File: config.mk
export PLATFORM = sky130hd
export DESIGN_NAME = fft_in_deser
export DESIGN_NICKNAME = d
export VERILOG_FILES = /design/src/rtl/fft_pkg.sv /design/src/rtl/fft_in_deser_bank.sv /design/src/rtl/fft_in_deser.sv
export SDC_FILE = /design/constraint.sdc
export NUM_CORES = 2
export LEC_CHECK = 0
export CAP_MARGIN = 20
export CORE_ASPECT_RATIO = 1.25
export CORE_MARGIN = 10
export CORE_UTILIZATION = 42
export DETAILED_ROUTE_END_ITERATION = 16
export HOLD_SLACK_MARGIN = 0.03
export SYNTH_ARGS = -nofsm -noshare
export SYNTH_HDL_FRONTEND = slang
export SYNTH_SLANG_ARGS = --single-unit
File: constraint.sdc
create_clock -name clk -period 5.5 [get_ports clk]
set_clock_uncertainty 0.05 [all_clocks]
set_input_delay 0.55 -clock clk [delete_from_list [all_inputs] [get_ports clk]]
set_output_delay 0.55 -clock clk [all_outputs]
set_load 0.03 [all_outputs]
File: src/rtl/fft_pkg.sv
// ---------------------------------------------------------------------------
// fft_pkg
// Shared constants, types and helpers for the 32-point FFT datapath.
//   FFT_N      lanes per frame
//   FFT_W      sample width (signed two's complement)
//   FFT_LOG2N  index width for a frame
//   sample_t   one real or imaginary sample
//   bitrev()   reverses the low 'bits' bits of an index (up to 7 bits)
// ---------------------------------------------------------------------------
package fft_pkg;

    localparam int FFT_N     = 32;
    localparam int FFT_W     = 9;
    localparam int FFT_LOG2N = 5;

    typedef logic signed [FFT_W-1:0] sample_t;

    // Fixed 7-bit loop so the function stays synthesizable for any frame
    // size up to 128 lanes; bits above 'bits' come back as zero.
    function automatic logic [6:0] bitrev(input logic [6:0] k, input int unsigned bits);
        logic [6:0] r;
        r = '0;
        for (int unsigned b = 0; b < 7; b++) begin
            if (b < bits) begin
                r[b] = k[bits-1-b];
            end
        end
        return r;
    endfunction

endpackage

File: src/rtl/fft_in_deser_bank.sv
// ---------------------------------------------------------------------------
// fft_in_bank
// One N-lane real/imaginary register bank of the input framer.
//   clk       clock, rising edge
//   arstb     asynchronous clear, active-low
//   rstb      synchronous clear, active-low
//   we_i      write enable
//   widx_i    lane to write
//   wr_i/wi_i real / imaginary sample to write
//   rd_r_o    packed real lanes, lane k at [W*k +: W]
//   rd_i_o    packed imaginary lanes, same packing
// ---------------------------------------------------------------------------
module fft_in_bank
    import fft_pkg::*;
#(
    parameter int N     = FFT_N,
    parameter int W     = FFT_W,
    parameter int LOG2N = $clog2(N)
) (
    input  logic                clk,
    input  logic                arstb,
    input  logic                rstb,
    input  logic                we_i,
    input  logic [LOG2N-1:0]    widx_i,
    input  logic signed [W-1:0] wr_i,
    input  logic signed [W-1:0] wi_i,
    output logic [N*W-1:0]      rd_r_o,
    output logic [N*W-1:0]      rd_i_o
);

    logic signed [W-1:0] lane_r_q [N];
    logic signed [W-1:0] lane_i_q [N];

    always_ff @(posedge clk or negedge arstb) begin
        if (!arstb) begin
            for (int l = 0; l < N; l++) begin
                lane_r_q[l] <= '0;
                lane_i_q[l] <= '0;
            end
        end else if (!rstb) begin
            for (int l = 0; l < N; l++) begin
                lane_r_q[l] <= '0;
                lane_i_q[l] <= '0;
            end
        end else if (we_i) begin
            lane_r_q[widx_i] <= wr_i;
            lane_i_q[widx_i] <= wi_i;
        end
    end

    always_comb begin
        rd_r_o = '0;
        rd_i_o = '0;
        for (int l = 0; l < N; l++) begin
            rd_r_o[W*l +: W] = lane_r_q[l];
            rd_i_o[W*l +: W] = lane_i_q[l];
        end
    end

endmodule

File: src/rtl/fft_in_deser.sv
// ---------------------------------------------------------------------------
// fft_in_deser
// Serial-to-parallel input framer: collects one complex sample per handshake
// into N-lane frames using two ping-pong banks and presents full frames in
// parallel. Frame boundaries are checked against in_last.
//   clk, arstb (async, active-low), rstb (sync, active-low)
//   in_valid/in_ready/in_r/in_i/in_last   sample input stream
//   out_valid/out_ready/out_r/out_i        frame output, lane k at [W*k +: W]
//   frame_err                              one-cycle pulse on a framing error
// Build option: define FFT_BITREV_EN to write sample k into lane
// bitrev(k), giving bit-reversed output frames. Default is natural order.
// ---------------------------------------------------------------------------
module fft_in_deser
    import fft_pkg::*;
#(
    parameter int N = FFT_N,
    parameter int W = FFT_W
) (
    input  logic                clk,
    input  logic                arstb,
    input  logic                rstb,
    input  logic                in_valid,
    output logic                in_ready,
    input  logic signed [W-1:0] in_r,
    input  logic signed [W-1:0] in_i,
    input  logic                in_last,
    output logic                out_valid,
    input  logic                out_ready,
    output logic [N*W-1:0]      out_r,
    output logic [N*W-1:0]      out_i,
    output logic                frame_err
);

    localparam int               LOG2N   = $clog2(N);
    localparam logic [LOG2N-1:0] IDX_MAX = LOG2N'(N-1);

    logic             wsel_q, wsel_d;
    logic             rsel_q, rsel_d;
    logic [LOG2N-1:0] idx_q, idx_d;
    logic [1:0]       full_q, full_d;
    logic             frame_err_q, frame_err_d;

    logic             accept;
    logic             consume;
    logic [LOG2N-1:0] wlane;
    logic [N*W-1:0]   bank_r [2];
    logic [N*W-1:0]   bank_i [2];

    assign in_ready  = ~full_q[wsel_q];
    assign out_valid = full_q[rsel_q];
    assign accept    = in_valid & in_ready;
    assign consume   = out_valid & out_ready;
    assign frame_err = frame_err_q;

`ifdef FFT_BITREV_EN
    assign wlane = LOG2N'(bitrev(7'(idx_q), LOG2N));
`else
    assign wlane = idx_q;
`endif

    for (genvar b = 0; b < 2; b++) begin : g_bank
        fft_in_bank #(.N(N), .W(W), .LOG2N(LOG2N)) u_bank (
            .clk    (clk),
            .arstb  (arstb),
            .rstb   (rstb),
            .we_i   (accept && (wsel_q == 1'(b))),
            .widx_i (wlane),
            .wr_i   (in_r),
            .wi_i   (in_i),
            .rd_r_o (bank_r[b]),
            .rd_i_o (bank_i[b])
        );
    end

    assign out_r = rsel_q ? bank_r[1] : bank_r[0];
    assign out_i = rsel_q ? bank_i[1] : bank_i[0];

    // Commit and consume never touch the same bank in one cycle, because a
    // full bank blocks writes, so both updates can be applied independently.
    always_comb begin
        wsel_d      = wsel_q;
        rsel_d      = rsel_q;
        idx_d       = idx_q;
        full_d      = full_q;
        frame_err_d = 1'b0;
        if (accept) begin
            if (idx_q == IDX_MAX) begin
                full_d[wsel_q] = 1'b1;
                wsel_d         = ~wsel_q;
                idx_d          = '0;
                frame_err_d    = ~in_last;
            end else if (in_last) begin
                // Early last: drop the partial frame; stale lanes get
                // overwritten by the next frame before it is ever shown.
                idx_d       = '0;
                frame_err_d = 1'b1;
            end else begin
                idx_d = idx_q + 1'b1;
            end
        end
        if (consume) begin
            full_d[rsel_q] = 1'b0;
            rsel_d         = ~rsel_q;
        end
    end

    always_ff @(posedge clk or negedge arstb) begin
        if (!arstb) begin
            wsel_q      <= 1'b0;
            rsel_q      <= 1'b0;
            idx_q       <= '0;
            full_q      <= '0;
            frame_err_q <= 1'b0;
        end else if (!rstb) begin
            wsel_q      <= 1'b0;
            rsel_q      <= 1'b0;
            idx_q       <= '0;
            full_q      <= '0;
            frame_err_q <= 1'b0;
        end else begin
            wsel_q      <= wsel_d;
            rsel_q      <= rsel_d;
            idx_q       <= idx_d;
            full_q      <= full_d;
            frame_err_q <= frame_err_d;
        end
    end

endmodule
Word level (Yosys, flattened, before mapping)
Cells that the tools add are included.
{"block": "totals", "ff_bits": 1162, "latch_bits": 0, "ramBits": 0, "mem_bits_ro": 0, "output_inout_bits": 579, "elab_cells": 203, "memories": 0}
{"block": "op_classes", "n_addsub": 1, "multipliers": 0, "div": 0, "n_lt_le_gt_ge": 6, "eq_ne": 6, "shift": 0, "muxes": 41, "n_bitwise": 10, "n_reduce_logical": 6}
{"cell": "$mux W288", "n": 10}
{"cell": "$bwmux W288", "n": 4}
{"cell": "$demux W9 S5", "n": 1}
{"cell": "$mux W5", "n": 4}
{"cell": "$mux W1", "n": 15}
{"cell": "$ne A2 B1 Y1 const B", "n": 5}
{"cell": "$mux W9", "n": 1}
{"cell": "$mux W2", "n": 4}
{"cell": "$ge A6 B6 Y1 const B", "n": 1}
{"cell": "$lt A6 B1 Y1 const B", "n": 1}
{"cell": "$not A5 Y6", "n": 1}
{"cell": "$add A5 B1 Y5 const B", "n": 1}
{"cell": "$eq A5 B5 Y1 const B", "n": 1}
{"cell": "$logic_and A1 B1 Y1", "n": 5}
{"cell": "$lt A1 B2 Y1 const B", "n": 2}
{"cell": "$not A1 Y1", "n": 4}
{"cell": "$and A1 B1 Y1", "n": 2}
{"cell": "$and A2 B2 Y2", "n": 1}
{"cell": "$demux W1 S1", "n": 2}
{"cell": "$ge A1 B1 Y1 const B", "n": 2}
{"cell": "$not A2 Y2", "n": 1}
{"cell": "$or A2 B2 Y2", "n": 1}
{"cell": "$reduce_and A2 Y1", "n": 1}

Logic depth before layout (Yosys ltp)
{"block": "logic_depth", "ltp_word": 10, "ltp_mapped": 8, "mapped_depth_nobuf": 6}

By module
From an unflattened synthesis, not the netlist that was laid out.
{"block": "unflattened", "cells_unflattened": 4632, "hier_area_um2": 55764.7}
{"module": "fft_in_bank", "n_inst": 2, "cells_per_inst": 1965, "area_per_inst_um2": 23709.0}
{"module": "fft_in_deser", "n_inst": 1, "cells_per_inst": 702, "area_per_inst_um2": 8346.8}

Worst setup path after synthesis
OpenSTA, ideal clock, no wires.
{"block": "synth_path", "kind": "register to output", "from": "register rsel_q", "to": "output port out_i[201]", "arrival_time_ns": 1.519, "required_time_ns": 4.900, "slack_ns": 3.381, "path_stages_with_launch": 6, "n_path_buf": 4, "path_cell_list": "dfrtp_1 clkbuf_1 buf_2 clkbuf_1 buf_2 mux2_2"}
{"block": "synth_via", "elab_chain_len": 1}
{"element": "start: declaration", "line": "fft_in_deser.sv:38", "source": "logic rsel_q, rsel_d;"}
{"element": "start signal: assignment", "line": "fft_in_deser.sv:122", "source": "rsel_q <= rsel_d;"}
{"element": "$mux W288", "line": "fft_in_deser.sv:76", "source": "assign out_i = rsel_q ? bank_i[1] : bank_i[0];"}
{"element": "end: declaration", "line": "fft_in_deser.sv:30", "source": "output logic [N*W-1:0] out_i,"}
Every way passes these cells.

Worst setup path in the final report
{"block": "layout_path", "from": "register rsel_q", "to": "output port out_i[183]"}
Same word-level chain as after synthesis.

==> flow_summary_export.csv <==
group,metric,value,unit
outcome,outcome,"finished clean",
setup_path,path_class,"register to output pin",
cts,clock_insertion_delay_worst_skew,0.74,ns
global_routing,globalRoute.totalOverflow,0,
power,p_clk_share,46.3,%
power,power.net_switching,4.09,mW
global_routing,groute.layer.met1.usage,37.9,%
cts,htreeDepth,3,
sta,max-slew-margin-rel,23.4,%
power,maximum_vdd_drop,227,uV
power,static-leakage-power,25.9,nW
cts,cts_root_buffer,"sky130_fd_sc_hd__clkbuf_16",
run,timing.max_cap.violations,0,
cts,tritoncts,"built",
setup_path,crit_fanout,37,
global_routing,via_count_of_the_first_global_routing_pass,35400,
cells_and_area,final-seq-area,29100,um2
cts,tritoncts.num_buffers,117,
synthesis,postSynthAreaPerCell,14.5,um2
global_routing,grtUsageMet3,4.78,%
sta,rsz0062_at_grt,"no",
drt,post_drt_via_cell_ratio,6.15,
setup_path,required,4.90,ns
global_routing,grtUsageTotal,26.6,%
drt,post_drt_wl_per_cell,32.9,um
cells_and_area,filler_cell_count,10300,
cells_and_area,final_area,61300,um2
cells_and_area,multi_input_comb_area,19400,um2
setup_path,critPathLaunchType,"register",
sta,finalHoldViolCount,0,
sta,period_minus_slack,4.06,ns
cells_and_area,fraction_of_layout_instances_using_a_drive_strength_above_1,25.8,%
setup_path,cp-end-kind,"output pin",
die,area_of_the_core_region,120000,um2
synthesis,synth-edff-count,0,
drt,drt-total-wl,184,mm
synthesis,yosysUniqueCellTypes,48,
cts,clkSlewWorstSetupHoldPaths,0.06,ns
sta,finalSetupViolations,0,
drt,drt-pass1-iter-count,5,
place,post-place-ws,1.64,ns
synthesis,synth_seq_cells,1162,
drt,drt_iter0_markers,3311,
synthesis,syn_area,50700,um2
global_routing,grt_pass1_wl,267,mm
power,post-layout-total-power,17.3,mW
cells_and_area,finalNetCount,3944,
place,place_congestion,0.786,
die,die_w,331,um
sta,max_clock_freq,246,MHz
power,power.switching_fraction,23.6,%
synthesis,yosysWarnings,0,
sta,timing.final.ws_setup,1.44,ns
die,chipHeight,409,um
power,comb_power_share,4.3,%
drt,dr_total_vias,34400,
synthesis,syn-instance-count,3494,
drt,route.antenna.remaining_nets,0,
power,power_density,283,nW/um2
drt,drc,0,
sta,period_utilization_post_route,73.8,%
sta,worst_slew_pin_slew,1.15,ns
sta,finalSetupTns,0,ns
die,die_area,135000,um2
cells_and_area,area_delta_synth_final,20.8,%
place,postPlaceCellArea,57400,um2
die,num_io_pins,603,
synthesis,ys.flop_type,"sky130_fd_sc_hd__dfrtp_1",
synthesis,synth.net_count,3523,
sta,finalMaxSlewViolations,0,
global_routing,grt_start_max_net_pins,155,
power,proportion_of_power_drawn_by_flip_flops_and_latches,49.4,%
cts,cts-root-to-sink-buffers,3,
die,initial_core_util,42.3,%
synthesis,async_s_r_ff_share_synth,100,%
power,p_int,13.3,mW
global_routing,global_route.usage.met2,40.8,%
synthesis,seq_area_frac_synth,57.3,%
hold_path,worst_hold_path_type,"primary input to register",
place,hpwl,113,mm
setup_path,worst-endpoint-arrival,3.46,ns
global_routing,antenna_found_initial,7,
place,port_buffers,602,
cts,cts.repair.resized,0,
global_routing,top_usage_layer,"met2",
cts,cts_num_sinks,1162,
die,row_count,142,
==> Yosys cell counts, types with 4 or more instances <==
cell | n | area share (%)
sky130_fd_sc_hd__dfrtp_1 | 1162 | 57
sky130_fd_sc_hd__o2bb2ai_1 | 1102 | 19
sky130_fd_sc_hd__mux2_2 | 577 | 13
sky130_fd_sc_hd__buf_2 | 165 | 1.6
sky130_fd_sc_hd__clkbuf_1 | 91 | 0.67
sky130_fd_sc_hd__buf_6 | 67 | 1.5
sky130_fd_sc_hd__a21boi_4 | 55 | 2.0
sky130_fd_sc_hd__o2bb2ai_2 | 50 | 1.5
sky130_fd_sc_hd__buf_4 | 40 | 0.59
sky130_fd_sc_hd__nand2_1 | 37 | 0.27
sky130_fd_sc_hd__nand3_2 | 14 | 0.28
sky130_fd_sc_hd__buf_1 | 13 | 0.096
sky130_fd_sc_hd__and4b_1 | 10 | 0.20
sky130_fd_sc_hd__nand2_4 | 10 | 0.22
sky130_fd_sc_hd__a21boi_2 | 9 | 0.20
sky130_fd_sc_hd__and4_1 | 8 | 0.14
sky130_fd_sc_hd__and4bb_2 | 8 | 0.20
sky130_fd_sc_hd__nor2b_1 | 7 | 0.086
sky130_fd_sc_hd__nand3_1 | 6 | 0.059
sky130_fd_sc_hd__and4bb_4 | 5 | 0.16
sky130_fd_sc_hd__ha_1 | 5 | 0.12
sky130_fd_sc_hd__a21boi_0 | 4 | 0.059
sky130_fd_sc_hd__o21a_1 | 4 | 0.059
==> worst max-delay path, stage by stage (launching register included) <==
cell and delay (ns):
sky130_fd_sc_hd__dfrtp_4 0.83, sky130_fd_sc_hd__buf_12 0.34, sky130_fd_sc_hd__buf_4 0.42, sky130_fd_sc_hd__mux2_2 0.44, sky130_fd_sc_hd__clkdlybuf4s50_1 0.63
==> area by class of cell <==
| cell class | count | area share [%] |
|---|---|---|
| sequential | 1162 | 47.5 |
| multi-input combinational | 1948 | 31.7 |
| timing repair buffer | 683 | 11.3 |
| clock buffer | 183 | 5.79 |
| tap | 1584 | 3.23 |
| clock inverter | 33 | 0.459 |
| inverter | 3 | 0.0184 |
| antenna | 2 | 0.00817 |
==> sequential cells by signal, indices dropped and copies added, names as in the netlist <==
register              count
frame_err                 1
full_q                    2
g_bank.u_bank.rd_i_o    576
g_bank.u_bank.rd_r_o    576
idx_q                     5
rsel_q                    1
wsel_q                    1
==> final timing paths <==
kind | startpoint | endpoint | slack [ns] | cells after the start
worst max register to register | idx_q[2]$_DFFE_PN0P_ | g_bank[0].u_bank.rd_r_o[124]$_DFFE_PN0P_ | 2.19 | 4
max in group asynchronous | arstb | g_bank[1].u_bank.rd_i_o[167]$_DFFE_PN0P_ | 3.55 | 3
min in group asynchronous | arstb | g_bank[0].u_bank.rd_i_o[249]$_DFFE_PN0P_ | 0.35 | 2
worst max-delay path | rsel_q$_DFFE_PN0P_ | out_i[183] | 1.44 | 4
worst min register to register | g_bank[0].u_bank.rd_r_o[187]$_DFFE_PN0P_ | g_bank[0].u_bank.rd_r_o[187]$_DFFE_PN0P_ | 0.43 | 1
worst min-delay path | rstb | g_bank[1].u_bank.rd_i_o[104]$_DFFE_PN0P_ | 0.33 | 3
==> cell usage in the layout, fill, tap and decap left out, types with 3 or more instances in the layout <==
master,netlist,final
sky130_fd_sc_hd__a21boi_0,4,4
sky130_fd_sc_hd__a21boi_2,9,9
sky130_fd_sc_hd__a21boi_4,55,55
sky130_fd_sc_hd__and3_1,3,3
sky130_fd_sc_hd__and4_1,8,8
sky130_fd_sc_hd__and4b_1,10,10
sky130_fd_sc_hd__and4b_4,3,3
sky130_fd_sc_hd__and4bb_2,8,8
sky130_fd_sc_hd__and4bb_4,5,5
sky130_fd_sc_hd__buf_12,1,21
sky130_fd_sc_hd__buf_4,40,57
sky130_fd_sc_hd__bufinv_16,0,3
sky130_fd_sc_hd__clkbuf_1,91,32
sky130_fd_sc_hd__clkbuf_16,0,120
sky130_fd_sc_hd__clkbuf_8,0,31
sky130_fd_sc_hd__clkdlybuf4s50_1,0,600
sky130_fd_sc_hd__clkinv_2,0,20
sky130_fd_sc_hd__clkinvlp_4,0,3
sky130_fd_sc_hd__dfrtp_1,1162,1158
sky130_fd_sc_hd__dfrtp_2,0,3
sky130_fd_sc_hd__ha_1,5,5
sky130_fd_sc_hd__inv_1,3,3
sky130_fd_sc_hd__inv_6,0,5
sky130_fd_sc_hd__mux2_2,577,577
sky130_fd_sc_hd__nand2_1,37,15
sky130_fd_sc_hd__nand2_2,2,24
sky130_fd_sc_hd__nand2_4,10,10
sky130_fd_sc_hd__nand3_1,6,6
sky130_fd_sc_hd__nand3_2,14,10
sky130_fd_sc_hd__nand3_4,1,5
sky130_fd_sc_hd__nor2_1,3,3
sky130_fd_sc_hd__nor2b_1,7,7
sky130_fd_sc_hd__o21a_1,4,4
sky130_fd_sc_hd__o2bb2ai_1,1102,1102
sky130_fd_sc_hd__o2bb2ai_2,50,50
==> logic make-up (layout without fill, tap and decap cells) <==
logic type	Yosys count	in the layout	synth area share [%]
flip-flops	1162	1162	57.3
XOR/XNOR	1	1	0.0173
AO/OA/AOI/OAI	1233	1233	23.0
buffers and inverters	384	902	4.60
AND/OR/NAND/NOR	131	131	2.13
multiplexers	578	578	12.8
adder cells (fa/ha/maj)	5	5	0.123
other	0	2	0
==> power by group through the flow <==
stage          clock network (mW)  registers (mW)  logic, mW
2_1_floorplan                   0            8.73      0.342
3_3_place_gp                    0            8.73      0.746
3_5_place_dp                    0            8.73      0.746
4_1_cts                      8.15            8.57      0.749
5_1_grt                      8.48            8.57      0.788
6_report                     8.03            8.57      0.738
==> per-layer routing <==
metal | vias up | part of all wire (%)
li1 | 14400 | -
met1 | 18500 | 45
met2 | 1290 | 46
met3 | 224 | 6.4
met4 | 4 | 2.9
met5 | - | 0.017
==> timing repair <==
item | 4_1_cts | 5_1_grt
hold buffers | 1 | 0
buffers inserted | 0 | 0
endpoints found under the hold margin | 56 | 0
==> stage by stage <==
step	utilization, %	hold WS [ns]	cells
after floorplan	-	0.204	3494
after CTS	51.0	0.357	5593
after detailed placement	47.8	0.418	5376
final	51.1	0.329	5598
after global placement	47.7	0.415	5370
after global routing	51.1	0.319	5596
Power figures use the tool's default switching activity.
